--- config.mk ---
export PLATFORM = sky130hd
export DESIGN_NAME = fpu_op_sequencer
export DESIGN_NICKNAME = d
export VERILOG_FILES = /design/src/rtl/fpu_seq_pkg.sv /design/src/rtl/fpu_seq_acc.sv /design/src/rtl/fpu_op_sequencer.sv
export SDC_FILE = /design/constraint.sdc
export NUM_CORES = 1
export LEC_CHECK = 0
export BUFFER_PORTS_ARGS = -buffer_cell sky130_fd_sc_hd__clkbuf_2
export CORE_MARGIN = 2
export CORE_UTILIZATION = 50
export CTS_CLUSTER_SIZE = 16
export DETAILED_ROUTE_END_ITERATION = 8
export PLACE_DENSITY = 0.72
export SETUP_SLACK_MARGIN = 0.5
export SLEW_MARGIN = 20
export SYNTH_ARGS = -nofsm -noshare
export SYNTH_HDL_FRONTEND = slang
export SYNTH_SLANG_ARGS = --single-unit
--- constraint.sdc ---
create_clock -name clk -period 4.75 [get_ports clk]
set_clock_uncertainty 0.1 [all_clocks]
set_input_delay 0.2375 -clock clk [delete_from_list [all_inputs] [get_ports clk]]
set_output_delay 0.2375 -clock clk [all_outputs]
set_load 0.02 [all_outputs]
--- src/rtl/fpu_seq_pkg.sv ---
// fpu_seq_pkg: shared codes, FSM states and per-op step rules for the FPU op sequencer
package fpu_seq_pkg;
  localparam logic [1:0] SRC_GPR  = 2'b00;
  localparam logic [1:0] SRC_ONE  = 2'b01;
  localparam logic [1:0] SRC_XMM  = 2'b10;
  localparam logic [1:0] SRC_NXMM = 2'b11;
  localparam logic [1:0] OP_MUL  = 2'b00;
  localparam logic [1:0] OP_CVT  = 2'b01;
  localparam logic [1:0] OP_DOT3 = 2'b10;
  localparam logic [1:0] OP_SUB  = 2'b11;
  typedef enum logic [1:0] {ST_IDLE, ST_ISSUE, ST_DRAIN, ST_RESP} state_t;
  function automatic logic [1:0] op_steps(input logic [1:0] op);
    return op == OP_DOT3 ? 2'd3 : op == OP_SUB ? 2'd2 : 2'd1;
  endfunction
  function automatic logic [1:0] sel_a(input logic [1:0] op, input logic [1:0] step);
    return op == OP_CVT ? SRC_GPR : (op == OP_SUB && step == 2'd1) ? SRC_NXMM : SRC_XMM;
  endfunction
  function automatic logic [1:0] sel_b(input logic [1:0] op);
    return (op == OP_CVT || op == OP_SUB) ? SRC_ONE : SRC_XMM;
  endfunction
endpackage

--- src/rtl/fpu_seq_acc.sv ---
// fpu_seq_acc: result accumulator with clear/add; FPU_SEQ_SAT_EN makes the add saturate
module fpu_seq_acc #(
  parameter int DATA_W = 64
) (
  input  logic              clk,
  input  logic              reset,
  input  logic              i_clr,
  input  logic              i_add,
  input  logic [DATA_W-1:0] i_val,
  output logic [DATA_W-1:0] o_next
);
  logic [DATA_W-1:0] r_acc;
  logic [DATA_W-1:0] w_sum;
  logic [DATA_W-1:0] w_add;
  assign w_sum = r_acc + i_val;
`ifdef FPU_SEQ_SAT_EN
  logic w_ovf;
  assign w_ovf = (r_acc[DATA_W-1] == i_val[DATA_W-1]) && (w_sum[DATA_W-1] != r_acc[DATA_W-1]);
  assign w_add = w_ovf ? {r_acc[DATA_W-1], {(DATA_W-1){~r_acc[DATA_W-1]}}} : w_sum;
`else
  assign w_add = w_sum;
`endif
  assign o_next = i_clr ? '0 : i_add ? w_add : r_acc;
  // accumulator register; next value is exposed so the response can capture a same-cycle result
  always_ff @(posedge clk)
    if (reset) r_acc <= '0;
    else r_acc <= o_next;
endmodule

--- src/rtl/fpu_op_sequencer.sv ---
// fpu_op_sequencer: issues multi-step FPU macro-ops and returns the accumulated result (option FPU_SEQ_SAT_EN)
module fpu_op_sequencer
  import fpu_seq_pkg::*;
#(
  parameter int XMM_IDX_W      = 3,
  parameter int DATA_W         = 64,
  parameter int MAX_INFLIGHT_W = 2
) (
  input  logic                 clk,
  input  logic                 reset,
  input  logic                 cmd_valid,
  output logic                 cmd_ready,
  input  logic [1:0]           cmd_op,
  input  logic [XMM_IDX_W-1:0] cmd_xa,
  input  logic [XMM_IDX_W-1:0] cmd_xb,
  output logic [1:0]           src_a,
  output logic [1:0]           src_b,
  output logic [XMM_IDX_W-1:0] xs_idx_a,
  output logic [XMM_IDX_W-1:0] xs_idx_b,
  output logic                 fpu_issue,
  input  logic                 fpu_result_valid,
  input  logic [DATA_W-1:0]    fpu_result,
  output logic                 rsp_valid,
  input  logic                 rsp_ready,
  output logic [DATA_W-1:0]    rsp_data
);
  state_t                    r_state;
  logic [1:0]                r_op;
  logic [XMM_IDX_W-1:0]      r_xa, r_xb;
  logic [MAX_INFLIGHT_W-1:0] r_step, r_ret;
  logic [1:0]                r_src_a, r_src_b;
  logic [XMM_IDX_W-1:0]      r_idx_a, r_idx_b;
  logic                      r_issue, r_rsp_valid;
  logic [DATA_W-1:0]         r_rsp_data;
  logic                      w_accept, w_add, w_done, w_last;
  logic [MAX_INFLIGHT_W-1:0] w_ret_next, w_n, w_nstep;
  logic [1:0]                w_op;
  logic [XMM_IDX_W-1:0]      w_xa, w_xb, w_idx_a, w_idx_b;
  logic [DATA_W-1:0]         w_acc_next;
  assign cmd_ready  = (r_state == ST_IDLE) && !reset;
  assign w_accept   = cmd_valid && cmd_ready;
  assign w_add      = fpu_result_valid && (r_state == ST_ISSUE || r_state == ST_DRAIN);
  assign w_ret_next = r_ret + {{(MAX_INFLIGHT_W-1){1'b0}}, w_add};
  assign w_n        = op_steps(r_op);
  assign w_done     = w_ret_next == w_n;
  assign w_last     = (r_step + 1'b1) == w_n;
  // operand selects for the step issued next: step 0 of a new command, or the following step
  assign w_op       = w_accept ? cmd_op : r_op;
  assign w_xa       = w_accept ? cmd_xa : r_xa;
  assign w_xb       = w_accept ? cmd_xb : r_xb;
  assign w_nstep    = w_accept ? '0 : r_step + 1'b1;
  assign w_idx_a    = (w_op == OP_SUB && w_nstep == MAX_INFLIGHT_W'(1)) ? w_xb : w_xa + XMM_IDX_W'(w_nstep);
  assign w_idx_b    = w_xb + XMM_IDX_W'(w_nstep);
  assign src_a      = r_src_a;
  assign src_b      = r_src_b;
  assign xs_idx_a   = r_idx_a;
  assign xs_idx_b   = r_idx_b;
  assign fpu_issue  = r_issue;
  assign rsp_valid  = r_rsp_valid;
  assign rsp_data   = r_rsp_data;
  fpu_seq_acc #(.DATA_W(DATA_W)) u_acc (
    .clk    (clk),
    .reset  (reset),
    .i_clr  (w_accept),
    .i_add  (w_add),
    .i_val  (fpu_result),
    .o_next (w_acc_next)
  );
  // sequencing FSM with registered issue, operand-select and response outputs
  always_ff @(posedge clk) begin
    if (reset) begin
      r_state     <= ST_IDLE;
      r_op        <= '0;
      r_xa        <= '0;
      r_xb        <= '0;
      r_step      <= '0;
      r_ret       <= '0;
      r_src_a     <= SRC_GPR;
      r_src_b     <= SRC_GPR;
      r_idx_a     <= '0;
      r_idx_b     <= '0;
      r_issue     <= 1'b0;
      r_rsp_valid <= 1'b0;
      r_rsp_data  <= '0;
    end else begin
      unique case (r_state)
        ST_IDLE:
          if (w_accept) begin
            r_op    <= cmd_op;
            r_xa    <= cmd_xa;
            r_xb    <= cmd_xb;
            r_step  <= '0;
            r_ret   <= '0;
            r_issue <= 1'b1;
            r_src_a <= sel_a(w_op, w_nstep);
            r_src_b <= sel_b(w_op);
            r_idx_a <= w_idx_a;
            r_idx_b <= w_idx_b;
            r_state <= ST_ISSUE;
          end
        ST_ISSUE: begin
          r_ret <= w_ret_next;
          if (w_last) begin
            r_issue <= 1'b0;
            r_state <= w_done ? ST_RESP : ST_DRAIN;
            if (w_done) begin
              r_rsp_valid <= 1'b1;
              r_rsp_data  <= w_acc_next;
            end
          end else begin
            r_step  <= w_nstep;
            r_src_a <= sel_a(w_op, w_nstep);
            r_src_b <= sel_b(w_op);
            r_idx_a <= w_idx_a;
            r_idx_b <= w_idx_b;
          end
        end
        ST_DRAIN: begin
          r_ret <= w_ret_next;
          if (w_done) begin
            r_rsp_valid <= 1'b1;
            r_rsp_data  <= w_acc_next;
            r_state     <= ST_RESP;
          end
        end
        ST_RESP:
          if (rsp_ready) begin
            r_rsp_valid <= 1'b0;
            r_state     <= ST_IDLE;
          end
        default: r_state <= ST_IDLE;
      endcase
    end
  end
endmodule

==> impl_results.md, run 1 <==
- Status: finished, final reports clean
- Final wirelength: 29,200 microns
- GRT Total Usage: 27.41%
- Crit Path Max Fanout: 31
- Unrepaired setup endpoints after global routing: false
- # rows: 51
- Compound-cell area share of the yosys netlist: 24.37%
- Synthesized area per cell: 7.704 sq um
- Critical Path Most Common Cell: ha_1
- Synth cell count leaders: a21oi_1 (157), nand2_1 (157), dfxtp_1 (154)
- Synth Area in Adders: 9.330%
- Ant diodes: 0
- Area Growth Syn to Fin: 14.73%
- Crit-path slowest cell: and3_1
- Post-synth EDFFs: 0
- # Post-CTS Setup Buffers: 0
- Cell Area, Synth: 10,030 sq um
- Synthesized flop and latch total: 154
- Post-CTS Resized: 0
- DRC violations left: 0
- Clock power frac: 27.7%
- # setup viols final: 0
- Initial antenna violation count: 0
- Maxcap violations: 0
- Port Buffers: 153
- Worst-Margin Slew: 0.9084 ns
- Highest routed layer: met4
- Die Ht: 145.6 microns
- Setup WS post-layout: 1.158 ns
- Reg clk slew, reported paths: 0.08 ns
- M1 WL: 13,580 microns
- Synth cell types: 75
- Final #Nets: 1,560
- Die area: 21,210 sq um
- VDD IR-drop max: 0.0003101 V
- Total nets after synthesis: 1,452
- Worst Hold Class: input port to flop
- CTS H-tree depth: 4
- Critical path cell sequence: inv_1 > ha_1 > nand2_2 > inv_2 > ha_1 > xor2_1 > o21ai_0 > and3_1 > nand2_1 > buf_4 > nor2_1 > nand3_1 > a21oi_1 > nand3b_1
- Tmin final: 3.592 ns
- Final Hold Vio Count: 0
- Synth area leader: dfxtp_1
- First-pass GRT wire length: 47,510 microns
- Flop pwr share: 30.7%
- Vias in the first global route: 9,311
- Cell-internal power: 2.839 mW
- Largest net degree at the start of global routing: 85
- Async SR Flop Fraction: 0%
- Period utilisation layout: 75.62%
- Met3 routed WL: 1775 microns
- Main combinational cell family by area after synthesis: compound AO/OA/AOI/OAI gates
- Clock latency at the later pin of the worst-skew pair: 0.44 ns
- Leak pwr: 4.949 nW
- CP max stage delay: 0.54 ns
- Slew HR: 38.88%
- Antenna-violating nets left: 0
- Fin util: 58.75%
- Via count: 9,890
- Final std cells w/o fill: 1,688
- Final Slew Violations: 0
- CTS tree: done
- Post-Synth Simple-Gate Area: 21.90%
- Placed cell areas: 10,860 sq um
- Initial core utilization: 51.20%
- Fmax: 278.4 MHz
- PwrDens: 427.3 nW/um^2
- Sw Share: 42.26%
- Clk buf depth: 2
- First-pass DRT Iterations: 5
- CP Launch Type: flop
- Setup TNS: 0 ns
- Final instance area: 11,510 sq um
- Ratio of cells with drive above 1 in the final layout: 15.74%
- Comb power frac: 41.5%
- Fillers: 1,927
- Ys Warns: 0
- Multiplexer area fraction after synthesis: 4.141%
- Starting DRC count in detailed routing: 777
- Post-cts hold buffer count: 6
- Switching pwr: 2.078 mW
- Setup CP Type: flop to flop
- Vias per std cell: 5.859
- Largest cells by area after synthesis: dfxtp_1 (31%), ha_1 (8.7%), a21oi_1 (7.8%)
- CORE AREA: 19,590 sq um
- Routed length on met2: 13,000 microns
- Placer congestion estimate: 0.9442
- CTS Buf Count: 17
- Setup Slack @ Placement: 1.214 ns
- Root Driver: clkbuf_16
- Critical Path RT: 5.03 ns
- Drt wl/cell: 17.30 microns
- Synth top area share: 30.73%
- WP data arrival: 3.87 ns
- Ys flop type: dfxtp_1
- Post-synthesis sequential area ratio: 30.73%
- DP Wirelength: 21,710 microns
- Inst Count DP: 1,650
- Cell count after synthesis: 1,302
- Gr ovfl total: 0
- CP endpoint kind: flop
- DIE WIDTH: 145.6 microns
- Post-Synth XOR/XNOR Area: 4.802%
- I/O pins: 154
- CTS sink count: 154
==> layout make-up <==
class                      count  area [sq um]  area share [%]
clock buffer                  17         425.4           3.696
clock inverter                15         165.2           1.435
inverter                      31         116.4           1.011
multi-input combinational   1038          6494           56.43
sequential                   154          3083           26.79
tap                          265         331.6           2.881
timing repair buffer         168         893.4           7.763
==> placed cells by master (no fill, tap or decap), types with 19 or more instances in the layout <==
cell and instances:
a21oi_1 157, nand2_1 156, dfxtp_1 154, clkbuf_2 153, nor2_1 149, o21ai_0 79, ha_1 70, nor3_1 42
mux2i_1 37, xnor2_1 36, nand4_1 32, inv_1 30, a21o_1 28, nand3_1 25, xor2_1 19
==> metrics by stage <==
| stage | power, mW | hold WS [ns] |
|---|---|---|
| after floorplan | 3.058 | 0.2735 |
| after global placement | 3.514 | 0.3334 |
| after detailed placement | 3.543 | 0.3407 |
| after CTS | 4.921 | 0.01334 |
| after global routing | 5.226 | 0.01758 |
| final | 4.917 | 0.01378 |
==> sequential cells by signal, summed over array words and instances (netlist names) <==
name	count
r_ret	2
r_op	2
src_a	2
r_state	2
r_xa	3
r_xb	3
rsp_data	64
fpu_issue	1
src_b	2
xs_idx_b	3
u_acc.r_acc	64
rsp_valid	1
xs_idx_a	3
r_step	2
==> routing by layer <==
layer  up-vias  track usage [%]
li1       4884                -
met1      4611            37.91
met2       339            42.94
met3        56            4.357
met4         0            10.88
met5         -                0
==> critical path: cells and delay by family, from the launching register on <==
family,cells,cell delay (ns)
fa+ha+maj,2,0.68
simple gates,6,1.19
flops,1,0.39
compound gates,2,0.60
buf+inv,3,0.41
xor+xnor,1,0.17
==> power by group through the flow <==
stage	sequential, mW	combinational, mW	clock (mW)
3_5_place_dp	1.54	2.01	0
5_1_grt	1.53	2.26	1.44
3_3_place_gp	1.53	1.98	0
4_1_cts	1.51	2.03	1.39
2_1_floorplan	1.56	1.50	0
6_report	1.51	2.04	1.36
==> final timing paths <==
kind                                                 from                         to  slack [ns]  depth (start not counted)
worst max-delay path              r_state[0]$_SDFFE_PP0P_  rsp_data[62]$_SDFFE_PP0P_        1.16                         14
worst min-delay path                            cmd_xb[2]       r_xb[2]$_SDFFE_PP0P_        0.01                          3
worst max register to register    r_state[0]$_SDFFE_PP0P_  rsp_data[62]$_SDFFE_PP0P_        1.16                         14
worst min register to register  rsp_data[60]$_SDFFE_PP0P_  rsp_data[60]$_SDFFE_PP0P_        0.35                          2
==> kinds of logic (layout without fill, tap and decap cells) <==
logic type                 Yosys count  in the layout
AOI/OAI and AO/OA                  387            387
xor gates and xnor gates            55             55
adders and majority gates           73             73
buffers and inverters              110            231
DFF                                154            154
muxes                               41             41
and+or+nand+nor                    482            482
No activity file was read; power rests on OpenSTA's default activity.
==> run 2, diff against run 1 <==
--- a/config.mk
+++ b/config.mk
@@ -10,7 +10,7 @@
 export CORE_UTILIZATION = 50
 export CTS_CLUSTER_SIZE = 16
 export DETAILED_ROUTE_END_ITERATION = 8
-export PLACE_DENSITY = 0.72
+export PLACE_DENSITY = 0.74
 export SETUP_SLACK_MARGIN = 0.5
 export SLEW_MARGIN = 20
 export SYNTH_ARGS = -nofsm -noshare
==> constraint.sdc (replaced) <==
create_clock -name clk -period 3.2 [get_ports clk]
set_clock_uncertainty 0.1 [all_clocks]
set_input_delay 0.16 -clock clk [delete_from_list [all_inputs] [get_ports clk]]
set_output_delay 0.16 -clock clk [all_outputs]
set_load 0.02 [all_outputs]
==> impl_results.md, run 2 (synthesis gave the netlist of run 1 again) <==
- Status: finished, final reports clean
- CORE AREA: 19,590 sq um (unchanged)
- Period utilisation layout: 96.30% (+21 points)
- Crit path max-delay family: compound AO/OA/AOI/OAI gates
- First-pass GRT wire length: 52,840 microns (+11%)
- Setup CP Type: flop to flop
- PwrDens: 617.4 nW/um^2 (+45%)
- CTS Buf Count: 17 (unchanged)
- CTS H-tree depth: 4 (unchanged)
- CTS tree: done
- WP data arrival: 3.29 ns (-0.58 ns)
- CTS sink count: 154 (unchanged)
- Leak pwr: 5.803 nW (+17%)
- DIE WIDTH: 145.6 microns (unchanged)
- Worst Hold Class: input port to flop
- Tmin final: 3.082 ns (-0.5103 ns)
- DP Wirelength: 22,600 microns (+4.1%)
- Setup Slack @ Placement: 0.03937 ns (-1.175 ns)
- CP Launch Type: flop
- Vias in the first global route: 10,380 (+11%)
- Final Slew Violations: 0 (unchanged)
- Ratio of cells with drive above 1 in the final layout: 34.68% (+19 points)
- Crit Path Max Fanout: 6 (-81%)
- CP max stage delay: 0.34 ns (-0.20 ns)
- Reg clk slew, reported paths: 0.08 ns (about the same)
- Port Buffers: 153 (unchanged)
- Drt wl/cell: 19.76 microns (+14%)
- GRT Total Usage: 30.70% (+3.3 points)
- Worst path bufs/invs: 0 (-3)
- Final wirelength: 35,490 microns (+22%)
- Placer congestion estimate: 0.9514 (+0.76%)
- Initial core utilization: 51.20% (unchanged)
- Critical Path RT: 3.41 ns (-1.62 ns)
- CP endpoint kind: flop
- Area Growth Syn to Fin: 38.08%
- Final #Nets: 1,668 (+6.9%)
- Fmax: 324.5 MHz (+17%)
- Die area: 21,210 sq um (unchanged)
- Antenna-violating nets left: 0 (unchanged)
- Clk buf depth: 2 (unchanged)
- Worst hold slack: 0.06029 ns (+0.04651 ns)
- Via count: 11,000 (+11%)
- Final std cells w/o fill: 1,796 (+6.4%)
- Gr ovfl total: 0 (unchanged)
- I/O pins: 154 (unchanged)
- DRC violations left: 0 (unchanged)
- Worst-Margin Slew: 1.059 ns (+0.1501 ns)
- Starting DRC count in detailed routing: 1,026 (+32%)
- Unrepaired setup endpoints after global routing: true
- Total Power: 8.552 mW (+74%)
- Final Hold Vio Count: 0 (unchanged)
- # rows: 51 (unchanged)
- Most frequent cells in the layout: clkbuf_2 (153), nand2_1 (145), nor2_1 (142)
- Initial antenna violation count: 1 (+1)
- Slew HR: 29.43% (-9.5 points)
- Clock latency at the later pin of the worst-skew pair: 0.44 ns (about the same)
- VDD IR-drop max: 0.0004333 V (+40%)
- Fillers: 1,479 (-23%)
- Die Ht: 145.6 microns (unchanged)
- Largest net degree at the start of global routing: 85 (unchanged)
- Root Driver: clkbuf_16
- Inst Count DP: 1,694 (+2.7%)
- Critical path cell sequence: ha_4 > nand3_2 > o221ai_4 > a21o_4 > a31oi_4 > a211o_1 > and3_4 > o31a_4 > o41ai_4 > xnor2_2 > o221ai_2
- Setup WS post-layout: 0.1184 ns (-1.040 ns)
- Most common cell after layout, fill and taps aside: clkbuf_2
- Setup TNS: 0 ns (unchanged)
- First-pass DRT Iterations: 9 (+4)
- Ant diodes: 0 (unchanged)
- # setup viols final: 0 (unchanged)
- Maxcap violations: 0 (unchanged)
- Crit-path slowest cell: dfxtp_2
- Vias per std cell: 6.125 (+4.5%)
==> run 2: cell count changes in the layout (fill, tap and decap cells not counted), sizes merged <==
cell / before / now
inv: 41 / 39
clkinv: 4 / 6
bufbuf: 0 / 1
bufinv: 0 / 1
buf: 9 / 114
dlygate4sd3: 6 / 8
clkinvlp: 1 / 0
==> run 2: path summary, 6_finish.rpt <==
path,slack (ns),end,start,cells after the start
max,0.12,rsp_data[56]$_SDFFE_PP0P_,u_acc.r_acc[4]$_SDFF_PP0_,11
min,0.06,xs_idx_b[1]$_SDFFE_PP0P_,reset,2
max reg2reg,0.12,rsp_data[56]$_SDFFE_PP0P_,u_acc.r_acc[4]$_SDFF_PP0_,11
min reg2reg,0.35,rsp_data[36]$_SDFFE_PP0P_,rsp_data[36]$_SDFFE_PP0P_,2
==> run 2: metrics by stage <==
stage               area [sq um]  utilization (%)
finish                     13850            70.70
global route               13850            70.70
CTS                        13150            67.14
detailed placement         11260            57.47
global placement           11260            57.47
floorplan                  10160                -
==> run 2: layer usage <==
layer | up-vias | global-route usage (%) | wire (microns)
met4 | 0 | 14.36 | 1745
met2 | 590 | 50.47 | 16690
met1 | 5186 | 38.61 | 14120
met5 | - | 0 | 0
li1 | 5095 | - | -
met3 | 130 | 6.489 | 2936
==> run 2: what timing repair did <==
item | in CTS | in global routing
pin swaps | 68 | 81
setup endpoints to repair | 103 | 101
setup buffers | 36 | 25
gates cloned | 1 | 0
gates resized for setup | 183 | 123
endpoints found under the hold margin | 8 | 0
hold buffers | 8 | 0
==> run 2: layout make-up <==
type                            instances  area [sq um]  area share (%)
Clock buffer                           17         425.4           3.071
Clock inverter                         15         195.2           1.409
Inverter                               31         118.9          0.8582
Multi-Input combinational cell       1038          7865           56.78
Sequential cell                       154          3108           22.44
Tap cell                              265         331.6           2.394
Timing Repair Buffer                  276          1807           13.04
==> run 2: report_power, final <==
part / switching, mW / total [mW] / internal [mW]
registers: 0.161 / 2.29 / 2.13
logic: 2.48 / 4.13 / 1.65
clock network: 0.999 / 2.13 / 1.13
total: 3.64 / 8.55 / 4.91
==> run 2: worst register-to-register path, cell delays in order (launching register included) <==
cell	delay [ns]
dfxtp_2	0.34
ha_4	0.34
nand3_2	0.14
o221ai_4	0.31
a21o_4	0.20
a31oi_4	0.11
a211o_1	0.29
and3_4	0.19
o31a_4	0.32
o41ai_4	0.32
xnor2_2	0.18
o221ai_2	0.10
